$ cat config.mk
export PLATFORM = sky130hd
export DESIGN_NAME = tcp_tx_sender
export DESIGN_NICKNAME = d
export VERILOG_FILES = /design/src/rtl/tcp_tx_sender.sv
export SDC_FILE = /design/constraint.sdc
export NUM_CORES = 1
export LEC_CHECK = 0
export ABC_AREA = 1
export BUFFER_PORTS_ARGS = -buffer_cell sky130_fd_sc_hd__buf_2
export CORE_AREA = 2 2 520 522
export CTS_CLUSTER_SIZE = 25
export DETAILED_ROUTE_END_ITERATION = 10
export DIE_AREA = 0 0 522 524
export PLACE_DENSITY = 0.3
export SETUP_SLACK_MARGIN = 0.05
export SLEW_MARGIN = 20
export SYNTH_ARGS = -nofsm -noshare
export SYNTH_HDL_FRONTEND = slang
export SYNTH_SLANG_ARGS = --single-unit
export TNS_END_PERCENT = 20
$ cat constraint.sdc
create_clock -name aclk -period 3.88 [get_ports aclk]
set_input_delay 0.388 -clock aclk [delete_from_list [all_inputs] [get_ports aclk]]
set_output_delay 0.388 -clock aclk [all_outputs]
set_load 0.01 [all_outputs]
$ cat src/rtl/tcp_tx_sender.sv
// Sends one TCP payload per command: issues tx_meta, retries when the stack reports no space,
// then streams ceil(len/64) beats with a computed tkeep/tlast and returns a status response.
module tcp_tx_sender #(
    parameter int RETRY_DELAY = 64,
    parameter int MAX_RETRY   = 16
) (
    input  logic         aclk,
    input  logic         areset,
    input  logic         s_cmd_valid,
    output logic         s_cmd_ready,
    input  logic [31:0]  s_cmd_data,
    output logic         m_tcp_tx_meta_valid,
    input  logic         m_tcp_tx_meta_ready,
    output logic [31:0]  m_tcp_tx_meta_data,
    input  logic         s_tcp_tx_stat_valid,
    output logic         s_tcp_tx_stat_ready,
    input  logic [63:0]  s_tcp_tx_stat_data,
    input  logic         s_axis_tx_tvalid,
    output logic         s_axis_tx_tready,
    input  logic [511:0] s_axis_tx_tdata,
    input  logic [63:0]  s_axis_tx_tkeep,
    input  logic         s_axis_tx_tlast,
    output logic         m_axis_tcp_tx_tvalid,
    input  logic         m_axis_tcp_tx_tready,
    output logic [511:0] m_axis_tcp_tx_tdata,
    output logic [63:0]  m_axis_tcp_tx_tkeep,
    output logic         m_axis_tcp_tx_tlast,
    output logic         m_rsp_valid,
    input  logic         m_rsp_ready,
    output logic [23:0]  m_rsp_data
);

    localparam int DW = (RETRY_DELAY < 2) ? 1 : $clog2(RETRY_DELAY);
    localparam int RW = (MAX_RETRY < 1) ? 1 : $clog2(MAX_RETRY + 1);

    typedef enum logic [2:0] {IDLE, META, STAT, DATA, WAIT, RSP} state_t;

    state_t        state;
    logic [15:0]   sid;
    logic [15:0]   len;
    logic [7:0]    status;
    logic [RW-1:0] retry_cnt;
    logic [DW-1:0] delay_cnt;
    logic [9:0]    beat_cnt;

    logic [15:0] cmd_len_m1;
    logic [1:0]  stat_err;
    logic        in_data;
    logic        last_beat;
    logic        beat_hs;
    logic [63:0] keep_last;
    logic        unused_inputs;

    assign cmd_len_m1 = s_cmd_data[31:16] - 16'd1;
    assign stat_err   = s_tcp_tx_stat_data[63:62];
    assign in_data    = (state == DATA);
    assign last_beat  = (beat_cnt == 10'd0);
    assign beat_hs    = in_data && s_axis_tx_tvalid && m_axis_tcp_tx_tready;
    // A partial final beat keeps only the low len mod 64 byte lanes.
    assign keep_last  = (len[5:0] == 6'd0) ? '1 : ((64'h1 << len[5:0]) - 64'h1);

    assign unused_inputs = ^{s_axis_tx_tkeep, s_axis_tx_tlast, s_tcp_tx_stat_data[61:0]};

    always_ff @(posedge aclk) begin
        if (areset) begin
            state     <= IDLE;
            sid       <= '0;
            len       <= '0;
            status    <= '0;
            retry_cnt <= '0;
            delay_cnt <= '0;
            beat_cnt  <= '0;
        end else begin
            case (state)
                IDLE: if (s_cmd_valid) begin
                    sid      <= s_cmd_data[15:0];
                    len      <= s_cmd_data[31:16];
                    beat_cnt <= cmd_len_m1[15:6];
                    if (s_cmd_data[31:16] == 16'd0) begin
                        status <= 8'd3;
                        state  <= RSP;
                    end else begin
                        state  <= META;
                    end
                end
                META: if (m_tcp_tx_meta_ready) state <= STAT;
                STAT: if (s_tcp_tx_stat_valid) begin
                    case (stat_err)
                        2'd0: state <= DATA;
                        2'd2: begin
                            if (retry_cnt < RW'(MAX_RETRY)) begin
                                delay_cnt <= DW'(RETRY_DELAY - 1);
                                state     <= WAIT;
                            end else begin
                                status <= 8'd2;
                                state  <= RSP;
                            end
                        end
                        default: begin
                            status <= 8'd1;
                            state  <= RSP;
                        end
                    endcase
                end
                WAIT: begin
                    if (delay_cnt == '0) begin
                        retry_cnt <= retry_cnt + RW'(1);
                        state     <= META;
                    end else begin
                        delay_cnt <= delay_cnt - DW'(1);
                    end
                end
                DATA: if (beat_hs) begin
                    if (last_beat) begin
                        status <= 8'd0;
                        state  <= RSP;
                    end else begin
                        beat_cnt <= beat_cnt - 10'd1;
                    end
                end
                RSP: if (m_rsp_ready) begin
                    retry_cnt <= '0;
                    state     <= IDLE;
                end
                default: state <= IDLE;
            endcase
        end
    end

    assign s_cmd_ready          = (state == IDLE);
    assign m_tcp_tx_meta_valid  = (state == META);
    assign m_tcp_tx_meta_data   = {len, sid};
    assign s_tcp_tx_stat_ready  = (state == STAT);
    assign m_rsp_valid          = (state == RSP);
    assign m_rsp_data           = {status, sid};

    // Payload is a pure pass-through gated by the DATA state; nothing is buffered.
    assign s_axis_tx_tready     = in_data && m_axis_tcp_tx_tready;
    assign m_axis_tcp_tx_tvalid = in_data && s_axis_tx_tvalid;
    assign m_axis_tcp_tx_tdata  = s_axis_tx_tdata;
    assign m_axis_tcp_tx_tlast  = in_data && last_beat;
    assign m_axis_tcp_tx_tkeep  = !in_data ? '0 : (last_beat ? keep_last : '1);

endmodule

==> results.md <==
- The net count of the finished layout is 1929.
- The number of global-route vias before repair is 8958.
- The number of buffers inserted by port buffering is 162.
- The run finished with clean final reports.
- After synthesis the cells add up to 9890 um2.
- After synthesis the netlist holds a flip-flop and latch count of 58.
- The synthesized area per cell is 6.10 um2.
- In the routed design, unresolved DRC markers number 0.
- Yosys attributes the largest share of cell area to sky130_fd_sc_hd__buf_4 41%, sky130_fd_sc_hd__dfxtp_1 12%, sky130_fd_sc_hd__nand2_1 10%.
- The number of enable flip-flop cells after synthesis is 0.
- The total placed cells including tap cells is 4784.
- The clock tree skew after final layout is 0.0246 ns.
- The layout filler cell count is 32000.
- The CTS H-tree depth is 3.
- The hold-fix buffer count after cts is 0.
- The combinational power share is 0.689.
- Of the total synthesized cell area, the portion taken by full adders, half adders and majority gates is 0.00506.
- The longest clock path from root to sink contains 2 buffers.
- The CTS buffer count is 9.
- The count of final hold-check violations is 0.
- The final cell count without fillers is 4806.
- In the finished design, the share of the clock period the worst path needs comes to 0.903.
- The overall routed net length is 118000 um.
- The most critical setup path has its startpoint at beat_cnt[0]$_SDFFE_PP0P_.
- The worst register-to-register path begins at beat_cnt[0]$_SDFFE_PP0P_.
- The slew at the pin with the worst max-slew slack is 1.11 ns.
- The weighted congestion at the end of routability-driven global placement is 0.790.
- The number of pins exceeding their max-slew limit in the final report is 0.
- The remaining global-route overflow is 0.
- Data on the critical path is required at its endpoint by 3.49 ns.
- The number of endpoints failing setup at the final stage is 0.
- For this design the total switching power over the nets is 3760 uW.
- The buffer type at the clock tree root is sky130_fd_sc_hd__clkbuf_16.
- The vertical extent of the die is 524 um.
- The initial core utilization is 0.0370.
- The number of max-capacitance violations reported is 0.
- The internal portion of the total power is 2720 uW.
- The critical path is of the flop to output pin type.
- Using the TritonRoute via totals, the vias-per-cell ratio works out to 1.83.
- The critical path data arrival time is 3.12 ns.
- The top achievable clock speed is 285 MHz.
- The element type at the critical path end is an output pin.
- The average wire per standard cell is 24.6 um.
- Ranked by instance count, the synthesized netlist is headed by 539 x sky130_fd_sc_hd__buf_4, 263 x sky130_fd_sc_hd__nand2_1, 180 x sky130_fd_sc_hd__nor2_1.
- The endpoint identified for the worst register-to-register timing path is state[1]$_SDFFE_PP0P_.
- The flop-to-flop setup slack is 0.95 ns.
- Of the total power, the share spent switching nets is 0.581.
- The clock reaches the later pin of the worst-skew pair after 0.37 ns.
- The initialized floorplan defines 190 standard-cell rows.
- The tightest min-delay check is of the input pin to flop type.
- The initial antenna violation count is 9.
- The leakage component of the power is 0.00433 uW.
- The DRC violation total after the first TritonRoute iteration is 469.
- The gate count of the mapped netlist is 1621.
- After clock tree synthesis, the clock-pin slew on the worst setup and hold paths is 0.08 ns.
- CTS saw 58 sinks.
- For this run, the number of Yosys warnings is 0.
- The post-synthesis sequential area ratio is 0.117.
- The most repeated cell in the gate-level netlist after synthesis is sky130_fd_sc_hd__buf_4.
- The critical path endpoint is m_axis_tcp_tx_tkeep[62].
- The final critical delay including setup and external delays is 3.50 ns.
- The largest vdd supply drop is 0.195 mV.
- Relative to the synthesized area, the layout overhead comes to 17.6%.
- The dominant combinational cell family by area after synthesis is buffers and inverters.
- The clock network power share is 0.171.
- Setup repair after global routing could not meet its margin everywhere.
- For this run, the leading register cell type out of synthesis is sky130_fd_sc_hd__dfxtp_1.
- The type of origin of the critical path is a flop.
- The largest total area in the synthesized netlist belongs to sky130_fd_sc_hd__buf_4.
- The xor/xnor share of the synthesized area is 0.00443.
- The die covers 274000 um2.
- After legalization and detailed placement, the total HPWL measured 109000 um.
- Of the total synthesized cell area, the portion taken by AND, OR, NAND and NOR gates is 0.296.
- The relative slew slack is 0.251.
- In the global route stage, overall resource usage came out at 0.0825.
- The highest net fanout along the worst path is 48.
- The global-route wire length before repair is 137000 um.
- The first-pass detailed-route iteration total is 7.
- Summed over all failing endpoints, the final setup total negative slack is 0 ns.
- The part of the total power dissipated in sequential elements is 0.140.
- For the worst flop-to-flop path, the logic depth is 11.
- The startpoint of the most critical hold path is s_cmd_data[9].
- After floorplanning, the core was sized to cover 267000 um2.
- The share of the synthesized area in compound gates (AO/OA/AOI/OAI) is 0.0941.
- Measured along the x axis, the die boundary spans 522 um.
- The largest net degree at the start of global routing is 49.
- After synthesis, the netlist uses 43 different library cells.
- Of the cells placed in the final design, the portion with a size suffix greater than 1 is 0.215.
- TritonCTS built the clock tree.
- Counting flops with an async set or reset pin after synthesis yields a share of 0.
- The power per standard cell area is 557 nW/um2.
- The count of vias placed by the detailed router is 8811.
- During I/O placement, the number of pins put on the boundary was 1320.
- The antenna violation net count after detailed routing is 0.
- The top-area cell type share of the netlist area is 0.409.
- The multiplexer area fraction after synthesis is 0.
## registers in the layout (all words and copies together) (netlist names)
| register | cells |
|---|---|
| sid | 16 |
| state | 3 |
| retry_cnt | 5 |
| len | 16 |
| delay_cnt | 6 |
| beat_cnt | 10 |
| status | 2 |
## cell type report
cell class	count	area (um2)	share of cell area
clock buffer	10	239	0.0205
timing repair buffer	197	1140	0.0976
sequential	58	1160	0.100
multi-input combinational	844	4000	0.344
antenna	5	12.5	0.00108
inverter	134	505	0.0434
clock inverter	6	136	0.0117
tap	3552	4440	0.382
## routing by layer
metal | wire length [um] | track usage | vias up
met1 | 20600 | 0.0414 | 3749
met4 | 4750 | 0.0321 | 2
li1 | - | - | 3866
met5 | 214 | 0.00554 | -
met3 | 37500 | 0.119 | 259
met2 | 55200 | 0.137 | 935
## per-stage QoR
| step | util | area, um2 | setup WS, ns | power [uW] | hold slack [ns] |
|---|---|---|---|---|---|
| 2_1_floorplan | - | 9910 | 1.41 | 4100 | 0.438 |
| 3_3_place_gp | 0.0419 | 11200 | 0.300 | 5570 | 0.448 |
| 3_5_place_dp | 0.0419 | 11200 | 0.334 | 5530 | 0.456 |
| 4_1_cts | 0.0434 | 11600 | 0.0236 | 6700 | 0.257 |
| 5_1_grt | 0.0435 | 11600 | 0.0323 | 7140 | 0.285 |
| 6_report | 0.0435 | 11600 | 0.376 | 6480 | 0.289 |
## worst max-delay path: stages, from the launching register on
cell,delay [ns]
sky130_fd_sc_hd__dfxtp_1,0.33
sky130_fd_sc_hd__inv_1,0.14
sky130_fd_sc_hd__ha_1,0.27
sky130_fd_sc_hd__nand4_1,0.19
sky130_fd_sc_hd__nor2_1,0.17
sky130_fd_sc_hd__nand2_1,0.13
sky130_fd_sc_hd__nor2_2,0.32
sky130_fd_sc_hd__nand2_1,0.14
sky130_fd_sc_hd__inv_2,0.12
sky130_fd_sc_hd__buf_12,0.24
sky130_fd_sc_hd__nand3_1,0.18
sky130_fd_sc_hd__nand2_1,0.18
sky130_fd_sc_hd__inv_2,0.11
sky130_fd_sc_hd__buf_2,0.16
## cells in the final DEF (no fill, tap or decap), drive strengths merged, types with 2 or more instances in the layout
master,netlist,routed
nand2,269,269
nor2,200,200
buf,561,197
inv,134,135
nand3,104,104
a21oi,95,95
dfxtp,58,58
nand4,55,55
o21ai,50,50
nor3,17,17
clkbuf,29,10
a31oi,9,9
nand3b,6,6
conb,1,6
diode,0,5
o21bai,4,4
ha,4,4
bufinv,0,4
a211oi,4,4
and2,3,3
xor2,3,3
o31ai,2,2
o221ai,2,2
o211ai,2,2
xnor2,2,2
## cell families after synthesis
group,Yosys count
flip-flops,58
AND/OR/NAND/NOR,657
AO/OA/AOI/OAI,172
adder cells (fa/ha/maj),4
buffers and inverters,724
XOR/XNOR,5
other,1
## what timing repair did
action	CTS	global route
gates cloned	0	0
pin swaps	0	1
buffers inserted	0	1
gates resized for setup	4	8
endpoints found under the setup margin	2	11
## worst min-delay path by stage
| stage | to | slack [ns] | cells past startpoint |
|---|---|---|---|
| global placement | len[10]$_SDFFE_PP0P_ | 0.45 | 2 |
| global route | sid[12]$_SDFFE_PP0P_ | 0.28 | 3 |
| CTS | sid[9]$_SDFFE_PP0P_ | 0.26 | 3 |
| finish | sid[9]$_SDFFE_PP0P_ | 0.29 | 3 |
| floorplan | retry_cnt[3]$_SDFFE_PP0P_ | 0.44 | 2 |
| detailed placement | len[15]$_SDFFE_PP0P_ | 0.46 | 2 |
## power by group through the flow
stage               Sequential (uW)  Clock (uW)  Combinational (uW)
floorplan                       909           0                3190
global placement                909           0                4660
detailed placement              914           0                4610
CTS                             904        1160                4640
global route                    933        1170                5030
finish                          905        1110                4460
(Power assumes the default switching activity.)
